--- src/rtl/hack_pkg.sv ---
// Shared Hack CPU definitions: instruction field positions, widths, sequencer states.
// Latency: none (types and constants only).
// Backpressure: not applicable.
package hack_pkg;

  localparam int WORD_W    = 16;
  localparam int ALU_CTL_W = 6;

  // Instruction word layout
  localparam int IR_TYPE_BIT = 15;  // 0 = A-instruction, 1 = C-instruction
  localparam int IR_A_BIT    = 12;  // selects M instead of A as ALU y operand
  localparam int IR_COMP_HI  = 11;
  localparam int IR_COMP_LO  = 6;
  localparam int IR_DEST_HI  = 5;   // dest = {d1:A, d2:D, d3:M}
  localparam int IR_DEST_LO  = 3;
  localparam int IR_JUMP_HI  = 2;   // jump = {j1:lt, j2:eq, j3:gt}
  localparam int IR_JUMP_LO  = 0;

  typedef enum logic [2:0] {
    ST_FETCH  = 3'd0,
    ST_DECODE = 3'd1,
    ST_READ   = 3'd2,
    ST_EXEC   = 3'd3,
    ST_WRITE  = 3'd4
  } state_e;

endpackage

--- src/rtl/hack_jump_eval.sv ---
// Jump decision from the jjj field and ALU zero/negative flags.
// Latency: purely combinational.
// Backpressure: none.
module hack_jump_eval
  import hack_pkg::*;
(
  input  logic [IR_JUMP_HI-IR_JUMP_LO:0] jmp_i,
  input  logic                           zr_i,
  input  logic                           ng_i,
  output logic                           taken_o
);

  // lt / eq / gt conditions; all three set gives an unconditional jump
  assign taken_o = (jmp_i[2] & ng_i)
                 | (jmp_i[1] & zr_i)
                 | (jmp_i[0] & ~zr_i & ~ng_i);

endmodule

--- src/rtl/hack_control_unit.sv ---
// Multi-cycle Hack sequencer: fetch, decode, optional M read, execute, optional M write.
// Latency: fetch ack -> next fetch is 1 cycle (A), 2 cycles (C), +1+waits per M access.
// Backpressure: each request is held with stable address/data until its ack; no timeout.
module hack_control_unit
  import hack_pkg::*;
#(
  parameter int PC_W     = 15,
  parameter int RESET_PC = 0
) (
  input  logic                 clk,
  input  logic                 reset,
  output logic                 instr_req,
  output logic [PC_W-1:0]      instr_addr,
  input  logic                 instr_ack,
  input  logic [WORD_W-1:0]    instr_data,
  output logic                 mem_req,
  output logic                 mem_we,
  output logic [PC_W-1:0]      mem_addr,
  output logic [WORD_W-1:0]    mem_wdata,
  input  logic                 mem_ack,
  input  logic [WORD_W-1:0]    mem_rdata,
  output logic [WORD_W-1:0]    alu_x,
  output logic [WORD_W-1:0]    alu_y,
  output logic [ALU_CTL_W-1:0] alu_ctl,
  input  logic [WORD_W-1:0]    alu_out,
  input  logic                 alu_zr,
  input  logic                 alu_ng,
  output logic [PC_W-1:0]      pc
);

  state_e state_q, state_d;

  logic [WORD_W-1:0] ir_q, ir_d;
  logic [WORD_W-1:0] a_q, a_d;
  logic [WORD_W-1:0] d_q, d_d;
  logic [PC_W-1:0]   pc_q, pc_d;
  logic [WORD_W-1:0] r_q, r_d;     // ALU result held across the M write
  logic [WORD_W-1:0] m_q, m_d;     // M operand captured by the read
  logic              zr_q, zr_d;
  logic              ng_q, ng_d;

  logic [IR_DEST_HI-IR_DEST_LO:0] dest;
  logic [IR_JUMP_HI-IR_JUMP_LO:0] jmp;
  logic              is_c;
  logic              a_sel;
  logic              commit;
  logic [WORD_W-1:0] res;
  logic              flag_zr;
  logic              flag_ng;
  logic              taken;
  logic [PC_W-1:0]   pc_inc;

  // IR[14:13] carry no meaning for this core
  logic unused_ir_bits;
  assign unused_ir_bits = ^ir_q[14:13];

  assign dest   = ir_q[IR_DEST_HI:IR_DEST_LO];
  assign jmp    = ir_q[IR_JUMP_HI:IR_JUMP_LO];
  assign is_c   = ir_q[IR_TYPE_BIT];
  assign a_sel  = ir_q[IR_A_BIT];
  assign pc_inc = pc_q + PC_W'(1);

  // Without an M write the commit happens in EXEC, so the result and flags
  // come straight off the ALU; after a write they come from the latches.
  assign commit  = ((state_q == ST_EXEC) && !dest[0])
                 || ((state_q == ST_WRITE) && mem_ack);
  assign res     = (state_q == ST_EXEC) ? alu_out : r_q;
  assign flag_zr = (state_q == ST_EXEC) ? alu_zr  : zr_q;
  assign flag_ng = (state_q == ST_EXEC) ? alu_ng  : ng_q;

  hack_jump_eval u_jump_eval (
    .jmp_i   (jmp),
    .zr_i    (flag_zr),
    .ng_i    (flag_ng),
    .taken_o (taken)
  );

  // State register; reset also abandons any outstanding request
  always_ff @(posedge clk) begin
    if (reset) begin
      state_q <= ST_FETCH;
    end else begin
      state_q <= state_d;
    end
  end

  // Next-state: advance on acks, branch on instruction type, a-bit and d3
  always_comb begin
    state_d = state_q;
    case (state_q)
      ST_FETCH:  if (instr_ack) state_d = ST_DECODE;
      ST_DECODE: begin
        if (!is_c)      state_d = ST_FETCH;
        else if (a_sel) state_d = ST_READ;
        else            state_d = ST_EXEC;
      end
      ST_READ:   if (mem_ack) state_d = ST_EXEC;
      ST_EXEC:   state_d = dest[0] ? ST_WRITE : ST_FETCH;
      ST_WRITE:  if (mem_ack) state_d = ST_FETCH;
      default:   state_d = ST_FETCH;
    endcase
  end

  // Bus strobes follow the state directly and are forced low while in reset
  always_comb begin
    instr_req = 1'b0;
    mem_req   = 1'b0;
    mem_we    = 1'b0;
    if (!reset) begin
      case (state_q)
        ST_FETCH: instr_req = 1'b1;
        ST_READ:  mem_req   = 1'b1;
        ST_WRITE: begin
          mem_req = 1'b1;
          mem_we  = 1'b1;
        end
        default: ;
      endcase
    end
  end

  // Datapath next-state: IR/M capture on acks, A-load, result latch, commit
  always_comb begin
    ir_d = ir_q;
    a_d  = a_q;
    d_d  = d_q;
    pc_d = pc_q;
    r_d  = r_q;
    m_d  = m_q;
    zr_d = zr_q;
    ng_d = ng_q;
    case (state_q)
      ST_FETCH:  if (instr_ack) ir_d = instr_data;
      ST_DECODE: begin
        if (!is_c) begin
          a_d  = {1'b0, ir_q[WORD_W-2:0]};
          pc_d = pc_inc;
        end
      end
      ST_READ:   if (mem_ack) m_d = mem_rdata;
      ST_EXEC: begin
        r_d  = alu_out;
        zr_d = alu_zr;
        ng_d = alu_ng;
      end
      default: ;
    endcase
    // Jump target is the A value from before this instruction's own A write
    if (commit) begin
      if (dest[2]) a_d = res;
      if (dest[1]) d_d = res;
      pc_d = taken ? a_q[PC_W-1:0] : pc_inc;
    end
  end

  // Architectural and holding registers
  always_ff @(posedge clk) begin
    if (reset) begin
      ir_q <= '0;
      a_q  <= '0;
      d_q  <= '0;
      pc_q <= PC_W'(RESET_PC);
      r_q  <= '0;
      m_q  <= '0;
      zr_q <= 1'b0;
      ng_q <= 1'b0;
    end else begin
      ir_q <= ir_d;
      a_q  <= a_d;
      d_q  <= d_d;
      pc_q <= pc_d;
      r_q  <= r_d;
      m_q  <= m_d;
      zr_q <= zr_d;
      ng_q <= ng_d;
    end
  end

  assign instr_addr = pc_q;
  assign mem_addr   = a_q[PC_W-1:0];
  assign mem_wdata  = r_q;
  assign alu_x      = d_q;
  assign alu_y      = a_sel ? m_q : a_q;
  assign alu_ctl    = ir_q[IR_COMP_HI:IR_COMP_LO];
  assign pc         = pc_q;

  // The two buses are never requested together
  a_one_req: assert property (@(posedge clk) disable iff (reset)
    !(instr_req && mem_req));

  // A pending data request keeps its address and direction until acked
  a_mem_hold: assert property (@(posedge clk) disable iff (reset)
    (mem_req && !mem_ack) |=> (mem_req && $stable(mem_addr) && $stable(mem_we)));

endmodule

--- config.mk ---
export PLATFORM = sky130hd
export DESIGN_NAME = hack_control_unit
export DESIGN_NICKNAME = d
export VERILOG_FILES = /design/src/rtl/hack_pkg.sv /design/src/rtl/hack_jump_eval.sv /design/src/rtl/hack_control_unit.sv
export SDC_FILE = /design/constraint.sdc
export NUM_CORES = 1
export LEC_CHECK = 0
export CORE_MARGIN = 2
export CORE_UTILIZATION = 50
export CTS_CLUSTER_DIAMETER = 120
export CTS_CLUSTER_SIZE = 40
export DETAILED_ROUTE_END_ITERATION = 12
export GPL_ROUTABILITY_DRIVEN = 0
export HOLD_SLACK_MARGIN = 0.05
export PLACE_DENSITY = 0.95
export RECOVER_POWER = 100
export SETUP_SLACK_MARGIN = 0.2
export SLEW_MARGIN = 40
export SYNTH_ARGS = -nofsm -noshare
export SYNTH_HDL_FRONTEND = slang
export SYNTH_SLANG_ARGS = --single-unit
--- constraint.sdc ---
create_clock -name clk -period 6.75 [get_ports clk]
set_input_delay 1.35 -clock clk [delete_from_list [all_inputs] [get_ports clk]]
set_output_delay 1.35 -clock clk [all_outputs]
set_load 0.02 [all_outputs]
==> metrics, run 1 <==
status=complete, no violations; CTS clock-pin slew for the worst setup and hold paths=0.09 ns; depth of the worst hold-timing path=2; final critical delay including setup and external delays=4.18 ns; setup repair after global routing missed its margin=false; vias in the first global route=4,233; critical-path maximum fanout=32; die area=10,200 sq um; root buffer cell=sky130_fd_sc_hd__clkbuf_8; total net switching power=0.285 mW; H-tree Lvls=3; global route total overflow=0; count of final setup violators=0; maximum number of pins on one net before global-route repair=98; area fraction of the dominant cell type after synthesis=0.424; startpoint of the lowest-slack register-to-register path=state_q[0]$_SDFFE_PP0P_; Cell variety after synth=49; maximum clock frequency=0.239 GHz; total internal power=0.870 mW; initial core utilization=0.513; post-synthesis sequential area ratio=0.424; Top FF cell, synth=sky130_fd_sc_hd__dfxtp_1; Worst Clk Skew=0.0116 ns; sw frac=0.247; sequential power share=0.535; Crit. End Element=flip-flop; type of the setup path with the least slack=in2reg; Std-Cell Core Area=9200 sq um; Detailed Place HPWL=9.73 mm; leak pwr=2.55 nW; Met1 Routed Length=5.40 mm; Final Hold Violating Endpoints=0; wire length after detailed routing=13.5 mm; proportion of power drawn by combinational gates=0.103; height of the die=101 um; max cap viols=0; instance count of the mapped netlist=545; proportion of register bits with asynchronous set or reset after synthesis=0; synthesized area divided by synthesized cell count=8.66 sq um; share of layout cells above drive strength 1=0.0683; commonest non-fill, non-tap cells in the layout=sky130_fd_sc_hd__dlygate4sd3_1 (103), sky130_fd_sc_hd__dfxtp_1 (100), sky130_fd_sc_hd__nand2_1 (88); post-route DRC violation count=0; WHS=0.460 ns; Post-Synthesis Net Count=600; first-pass GRT wire length=20.9 mm; cell count of the worst reg-to-reg path=6; share of power burned in the clock network=0.362; count of filler cells inserted in the layout=729; average wire length per cell after detail routing=17.8 um; number of diodes=0; Worst Tran Pin Value=1.46 ns; remaining max-slew budget at the tightest pin=0.0284; worst r2r dst=instr_addr[12]$_SDFFE_PP0P_; relative area change from synthesis to final layout=31.1%; clock insertion delay at the later pin of the skew report=0.36 ns; Total Power Consumption=1.16 mW; Via density=5.75; wire length on met3=1.08 mm; critical path required time=7.01 ns; post-route clock period utilization=0.619; total of warnings raised by yosys=0; count of boundary I/O pins=156; number of antenna violations at the first check in global routing=0; clk sink count=100; overall track demand over capacity in global routing=0.258; Setup Total Neg Slack=0 ns; hold wc startpoint=m_q[11]$_SDFFE_PP0P_; worst min-delay path category=reg2reg; detailed-route via count=4,345; quantity of gates resized following cts=0; met2 WL post-DR=6.67 mm; hold path endpoint=m_q[11]$_SDFFE_PP0P_; clock tree from TritonCTS=built; Routed Antenna Nets=0; Cell Pwr Density=187 nW/um^2; Pre-antenna DRT Iters=5; count of final max-slew check failures=0; Area contributors post-synth=sky130_fd_sc_hd__dfxtp_1 (42%), sky130_fd_sc_hd__mux2i_1 (7.6%), sky130_fd_sc_hd__nand2_1 (7.0%), sky130_fd_sc_hd__buf_4 (6.4%), sky130_fd_sc_hd__a211oi_1 (5.6%); Nets=694; largest area contributor in the netlist=sky130_fd_sc_hd__dfxtp_1; data arrival time of the critical path=4.44 ns; most common library cell in the layout ignoring fill and taps=sky130_fd_sc_hd__dlygate4sd3_1; uppermost routed layer=met4; Post-Syn Area=4720 sq um; initial DRC count=285; number of buffers on the longest clock path=2; Synth Register Bits=100; number of enable flip-flop cells after synthesis=0; R2R Setup Slk=3.24 ns; Worst setup SP type=input port; Std-Cell Rows=35; buffers inserted during post-CTS setup optimization=0; TritonCTS Buffers=9; post-cts hold buffer count=0; maximum vdd ir drop=0.168 mV; Die Span X=101 um; count of buffers inserted at the top-level ports=155
==> metal layers <==
layer | GRT usage | up-vias
li1 | - | 2064
met1 | 0.311 | 2050
met2 | 0.449 | 204
met3 | 0.0669 | 27
met4 | 0.0852 | 0
met5 | 0 | -
==> cell type report <==
class / instances / area (sq um) / area share
multi-input combinational: 366 / 2250 / 0.364
sequential: 100 / 2000 / 0.323
timing repair buffer: 159 / 1570 / 0.253
tap: 111 / 139 / 0.0224
clock buffer: 10 / 128 / 0.0206
clock inverter: 6 / 87.6 / 0.0141
inverter: 3 / 11.3 / 0.00182
==> critical path, cell delays in order <==
cell                            delay (ns)
sky130_fd_sc_hd__dlygate4sd3_1        0.57
sky130_fd_sc_hd__nand2b_1             0.11
sky130_fd_sc_hd__o22ai_1              0.17
sky130_fd_sc_hd__clkbuf_1             0.65
sky130_fd_sc_hd__and2_0               1.20
sky130_fd_sc_hd__nor2_1               0.09
sky130_fd_sc_hd__a211oi_1             0.28
==> state kept, by name, indices dropped and copies added (netlist names) <==
name        count
alu_x          16
zr_q            1
state_q         3
a_q            16
ir_q           16
mem_wdata      16
m_q            16
instr_addr     15
ng_q            1
==> cell families (layout without fill, tap and decap cells) <==
group                    after synthesis  count (layout)  share of synthesized area
AO/OA/AOI/OAI                        102             102                      0.143
AND/OR/NAND/NOR                      204             204                      0.201
flip-flops                           100             100                      0.424
adder cells (fa/ha/maj)                1               1                    0.00265
XOR/XNOR                               3               3                    0.00557
multiplexers                          56              56                      0.125
buffers and inverters                 79             178                     0.0994
==> cells in the mapped netlist, types with 3 or more instances <==
cell type                  number
sky130_fd_sc_hd__mux2_2        19
sky130_fd_sc_hd__a21oi_1       42
sky130_fd_sc_hd__nor4_1         5
sky130_fd_sc_hd__buf_2          6
sky130_fd_sc_hd__nand3_1       10
sky130_fd_sc_hd__o21ai_0        7
sky130_fd_sc_hd__nand4_1        5
sky130_fd_sc_hd__a211oi_1      35
sky130_fd_sc_hd__dfxtp_1      100
sky130_fd_sc_hd__nor2b_1        5
sky130_fd_sc_hd__mux2i_1       36
sky130_fd_sc_hd__clkbuf_1      27
sky130_fd_sc_hd__buf_4         40
sky130_fd_sc_hd__nor2_1        46
sky130_fd_sc_hd__nand2_1       88
sky130_fd_sc_hd__nor3_1         5
sky130_fd_sc_hd__and3_1        17
sky130_fd_sc_hd__inv_1          3
sky130_fd_sc_hd__o221ai_1       3
sky130_fd_sc_hd__nand2b_1       6
==> power groups by stage <==
stage	clock network, mW	registers [mW]	logic, mW
2_1_floorplan	0	0.623	0.0723
3_3_place_gp	0	0.630	0.118
3_5_place_dp	0	0.631	0.123
4_1_cts	0.422	0.618	0.124
5_1_grt	0.442	0.619	0.127
6_report	0.418	0.618	0.119
==> worst max-delay path by stage <==
stage / from / endpoint / slack, ns
after floorplan: reset / mem_req / 2.95
after global placement: mem_ack / a_q[2]$_SDFF_PP0_ / 2.97
after detailed placement: mem_ack / a_q[8]$_SDFF_PP0_ / 2.95
after CTS: reset / instr_req / 3.01
after global routing: mem_ack / alu_x[6]$_SDFFE_PP0P_ / 2.29
final: mem_ack / alu_x[10]$_SDFFE_PP0P_ / 2.57
==> through the flow <==
step / instance area, sq um / util / cells / worst slack, ns
after floorplan: 4720 / - / 545 / 2.95
after global placement: 5970 / 0.650 / 738 / 2.97
after detailed placement: 6000 / 0.653 / 739 / 2.95
after CTS: 6220 / 0.676 / 755 / 3.01
after global routing: 6190 / 0.673 / 755 / 2.29
final: 6190 / 0.673 / 755 / 2.57
Note: power is estimated with default switching activity, not from simulation.
==> inputs of run 2 (changes only) <==
- CORE_UTILIZATION: 50 -> 42
- PLACE_DENSITY: 0.95 -> 0.86
- clock period: 6.75 -> 3.4 ns (I/O delays scaled with it)
==> run 2 against run 1 <==
Compared with the run above: worst setup slack lost 2.2 ns; largest cell class unchanged; clock power grew 89%; combinational power increased by 110%; sequential power up 97%; non-clock buffer count is 5 higher; highest routed layer unchanged; critical path depth down 4; register-to-register slack got worse by 2.8 ns; via count increased by 0.87%; flip-flop and latch count is the same; clock skew about the same; power rose by 95%; global-route usage down 3.0 points.
==> metrics, run 2 (synthesis results as in run 1) <==
height of the die=110 um; detailed-route via count=4,383; maximum number of pins on one net before global-route repair=57; count of buffers inserted at the top-level ports=155; first-pass GRT wire length=21.2 mm; wire length after detailed routing=13.8 mm; H-tree Lvls=3; Total Power Consumption=2.26 mW; Die Span X=110 um; Setup Total Neg Slack=0 ns; Core Util, Final=0.574; Std-Cell Rows=38; Detailed Place HPWL=10.2 mm; final critical delay including setup and external delays=3.03 ns; relative area change from synthesis to final layout=32.4%; number of buffers on the longest clock path=2; number of antenna violations at the first check in global routing=0; clk sink count=100; cell count after placement=773; TritonCTS Buffers=9; Crit. End Element=primary output; final worst-path setup slack=0.372 ns; overall track demand over capacity in global routing=0.228; data arrival time of the critical path=2.35 ns; initial DRC count=325; CTS clock-pin slew for the worst setup and hold paths=0.09 ns; total net switching power=0.545 mW; sequential power share=0.542; count of boundary I/O pins=156; initial core utilization=0.434; critical path required time=2.72 ns; share of layout cells above drive strength 1=0.0756; leak pwr=2.58 nW; maximum clock frequency=0.330 GHz; number of diodes=0; vias in the first global route=4,150; Pre-antenna DRT Iters=8; count of final max-slew check failures=0; Worst setup SP type=input port; type of the setup path with the least slack=in2out; critical-path maximum fanout=45; most common library cell in the layout ignoring fill and taps=sky130_fd_sc_hd__dlygate4sd3_1; Critical Path Start=reset; startpoint of the lowest-slack register-to-register path=state_q[1]$_SDFFE_PP0P_; post-route clock period utilization=0.891; proportion of power drawn by combinational gates=0.108; WHS=0.455 ns; die area=12,100 sq um; Final Hold Violating Endpoints=0; remaining max-slew budget at the tightest pin=0.117; Worst Tran Pin Value=1.32 ns; Routed Antenna Nets=0; minimum setup slack after placement=0.428 ns; worst min-delay path category=reg2reg; average wire length per cell after detail routing=17.5 um; Layout Cell Area excl Fill=6250 sq um; global route total overflow=0; total internal power=1.71 mW; max cap viols=0; post-cts hold buffer count=0; setup repair after global routing missed its margin=false; sw frac=0.242; cell area after placement=6060 sq um; clock tree from TritonCTS=built; clock insertion delay at the later pin of the skew report=0.37 ns; Final Instance Count excl. Fillers=788; root buffer cell=sky130_fd_sc_hd__clkbuf_8; quantity of gates resized following cts=0; Worst Clk Skew=0.0114 ns; hold wc startpoint=m_q[3]$_SDFFE_PP0P_; status=complete, no violations; Via density=5.56; Std-Cell Core Area=10,900 sq um; post-route DRC violation count=0; Cell Pwr Density=361 nW/um^2; commonest non-fill, non-tap cells in the layout=sky130_fd_sc_hd__dlygate4sd3_1 (103), sky130_fd_sc_hd__dfxtp_1 (100), sky130_fd_sc_hd__nand2_1 (88); maximum vdd ir drop=0.218 mV; share of power burned in the clock network=0.349; buffers inserted during post-CTS setup optimization=0; count of final setup violators=0; Nets=699
## run 2: final timing paths
kind                            cells past startpoint  slack, ns                           to
worst max-delay path                                3       0.37                    instr_req
worst min-delay path                                2       0.46          m_q[3]$_SDFFE_PP0P_
worst min register to register                      2       0.46          m_q[3]$_SDFFE_PP0P_
worst max register to register                      6       0.42  instr_addr[12]$_SDFFE_PP0P_
## run 2: area by class of cell
cell class	count	area [sq um]
clock buffers	14	173
clock inverters	1	30.0
fillers	991	4630
inverters	3	11.3
multi-input cells	366	2260
flip-flops and latches	100	2000
well taps	140	175
repair buffers	164	1600
## run 2: power by group through the flow
stage	Clock [mW]	Combinational (mW)	Sequential [mW]
after floorplan	0	0.144	1.24
after global placement	0	0.244	1.25
after detailed placement	0	0.251	1.25
after CTS	0.800	0.252	1.22
after global routing	0.853	0.262	1.23
final	0.788	0.244	1.22
## run 2: layer usage
| layer | up-vias | wire, um | GRT usage |
|---|---|---|---|
| li1 | 2074 | - | - |
| met1 | 2069 | 5770 | 0.292 |
| met2 | 213 | 6630 | 0.371 |
| met3 | 27 | 1060 | 0.0600 |
| met4 | 0 | 287 | 0.0778 |
| met5 | - | 0 | 0 |
## run 2: critical path, cell delays in order
cell	delay, ns
sky130_fd_sc_hd__clkbuf_2	0.51
sky130_fd_sc_hd__nor4_1	0.40
sky130_fd_sc_hd__dlygate4sd3_1	0.73
==> inputs of run 3 (changes only) <==
- GPL_TIMING_DRIVEN: default -> 0
==> run 3 against run 2 <==
Compared with the run above: via count is 9.0% higher; clock skew up 0.00062 ns; clock power grew 21%; maximum frequency fell by 4.1%; count of clock-buffer cells in the layout is 3 lower; core utilization rose by 3.8 points; critical path depth increased by 2.
==> metrics, run 3 (synthesis results as in run 1) <==
relative area change from synthesis to final layout=41.3%; initial core utilization=0.434; final critical delay including setup and external delays=3.16 ns; clock tree from TritonCTS=built; wire length after detailed routing=15.2 mm; TritonCTS Buffers=9; most frequent cell on the critical path=sky130_fd_sc_hd__clkbuf_1; delay contributed by the slowest stage of the critical path=0.54 ns; count of final setup violators=0; number of buffers on the longest clock path=2; commonest non-fill, non-tap cells in the layout=sky130_fd_sc_hd__dlygate4sd3_1 (101), sky130_fd_sc_hd__dfxtp_1 (100), sky130_fd_sc_hd__nand2_1 (88); max cap viols=0; count of final max-slew check failures=0; worst min-delay path category=reg2reg; remaining max-slew budget at the tightest pin=0.138; clock insertion delay at the later pin of the skew report=0.36 ns; critical path required time=2.72 ns; status=complete, no violations; Final Hold Violating Endpoints=0; sw frac=0.240; root buffer cell=sky130_fd_sc_hd__clkbuf_8; depth of the worst hold-timing path=2; share of layout cells above drive strength 1=0.123; post-cts hold buffer count=0; post-route DRC violation count=0; global route total overflow=0; Pre-antenna DRT Iters=7; total net switching power=0.587 mW; Crit. End Element=primary output; Total Power Consumption=2.45 mW; worst r2r dst=instr_addr[8]$_SDFFE_PP0P_; die area=12,100 sq um; type of the setup path with the least slack=in2out; slowest stage cell on the critical path=sky130_fd_sc_hd__clkdlybuf4s50_1; proportion of power drawn by combinational gates=0.113; Std-Cell Core Area=10,900 sq um; count of buffers inserted at the top-level ports=154; hold path endpoint=m_q[5]$_SDFFE_PP0P_; Critical Path Start=reset; leak pwr=2.84 nW; Nets=765; data arrival time of the critical path=2.48 ns; first-pass GRT wire length=23.0 mm; number of antenna violations at the first check in global routing=1; cell count of the worst reg-to-reg path=7; average wire length per cell after detail routing=17.7 um; H-tree Lvls=3; Worst Tran Pin Value=1.28 ns; Routed Antenna Nets=0; Worst Clk Skew=0.0120 ns; total internal power=1.86 mW; setup repair after global routing missed its margin=false; Crit path buffers/inverters=4; sequential power share=0.498; Setup Total Neg Slack=0 ns; maximum clock frequency=0.317 GHz; Cell Pwr Density=367 nW/um^2; cell-by-cell listing of the critical path=clkbuf_1, clkbuf_1, clkbuf_2, nor3_1, clkdlybuf4s50_1; critical path's top delay family=buffers and inverters; share of power burned in the clock network=0.390; vias in the first global route=4,586; overall track demand over capacity in global routing=0.246; Levels on crit path=5; CTS clock-pin slew for the worst setup and hold paths=0.10 ns; number of diodes=0; count of boundary I/O pins=156; maximum vdd ir drop=0.213 mV; post-route clock period utilization=0.929; count of filler cells inserted in the layout=928; Die Span X=110 um; R2R Setup Slk=0.33 ns; height of the die=110 um; most common library cell in the layout ignoring fill and taps=sky130_fd_sc_hd__dlygate4sd3_1; Std-Cell Rows=38; detailed-route via count=4,779; critical-path maximum fanout=10; Via density=5.59; Worst setup SP type=input port; Detailed Place HPWL=11.7 mm; clk sink count=100; startpoint of the lowest-slack register-to-register path=state_q[2]$_SDFFE_PP0P_; initial DRC count=291; maximum number of pins on one net before global-route repair=17; hold wc startpoint=m_q[5]$_SDFFE_PP0P_
==> run 3: timing repair <==
action / CTS / global route
setup endpoints to repair: 2 / 11
cloned: 0 / 0
buffers inserted: 0 / 0
resized for setup: 1 / 3
==> run 3: how the worst max path moves through the flow <==
stage,endpoint
3_3_place_gp,mem_we
4_1_cts,alu_y[14]
5_1_grt,mem_we
2_1_floorplan,mem_req
3_5_place_dp,mem_we
6_report,mem_we
==> run 3: area by class of cell <==
class / instances / area, sq um / area share
clock inverter: 5 / 106 / 0.0159
timing repair buffer: 154 / 1540 / 0.231
inverter: 3 / 11.3 / 0.00169
clock buffer: 11 / 151 / 0.0227
tap: 140 / 175 / 0.0263
buffer: 76 / 447 / 0.0670
multi-input combinational: 366 / 2240 / 0.335
sequential: 100 / 2000 / 0.300
==> run 3: metrics by stage <==
stage | util | worst slack (ns) | area [sq um] | hold WS, ns | std cells
after floorplan | - | 0.939 | 4720 | 0.433 | 545
after global placement | 0.591 | 0.122 | 6440 | 0.440 | 839
after detailed placement | 0.591 | 0.124 | 6440 | 0.449 | 839
after CTS | 0.615 | 0.259 | 6700 | 0.465 | 855
after global routing | 0.613 | 0.149 | 6670 | 0.488 | 855
final | 0.613 | 0.241 | 6670 | 0.463 | 855
==> run 3: worst reg2reg max path, cell delays in order, from the launching register on <==
cell and delay, ns:
sky130_fd_sc_hd__dfxtp_1 0.31, sky130_fd_sc_hd__buf_4 0.15, sky130_fd_sc_hd__and3b_1 0.22, sky130_fd_sc_hd__clkbuf_1 0.24, sky130_fd_sc_hd__mux2_4 0.36, sky130_fd_sc_hd__o31ai_1 1.02, sky130_fd_sc_hd__mux2_2 0.44, sky130_fd_sc_hd__o221a_2 0.24
==> run 3: power by group through the flow <==
stage	clock, mW	sequential [mW]	combinational [mW]
floorplan	0	1.24	0.144
global placement	0	1.24	0.273
detailed placement	0	1.24	0.280
CTS	0.954	1.22	0.282
global route	0.993	1.22	0.294
finish	0.954	1.22	0.276
==> run 3: metal layers <==
metal	vias to the layer above	track usage	wire length, um	part of all wire
li1	2212	-	-	-
met1	2264	0.302	5820	0.38
met2	271	0.424	7590	0.50
met3	32	0.0553	1500	0.099
met4	0	0.0886	248	0.016
met5	-	0	0	0
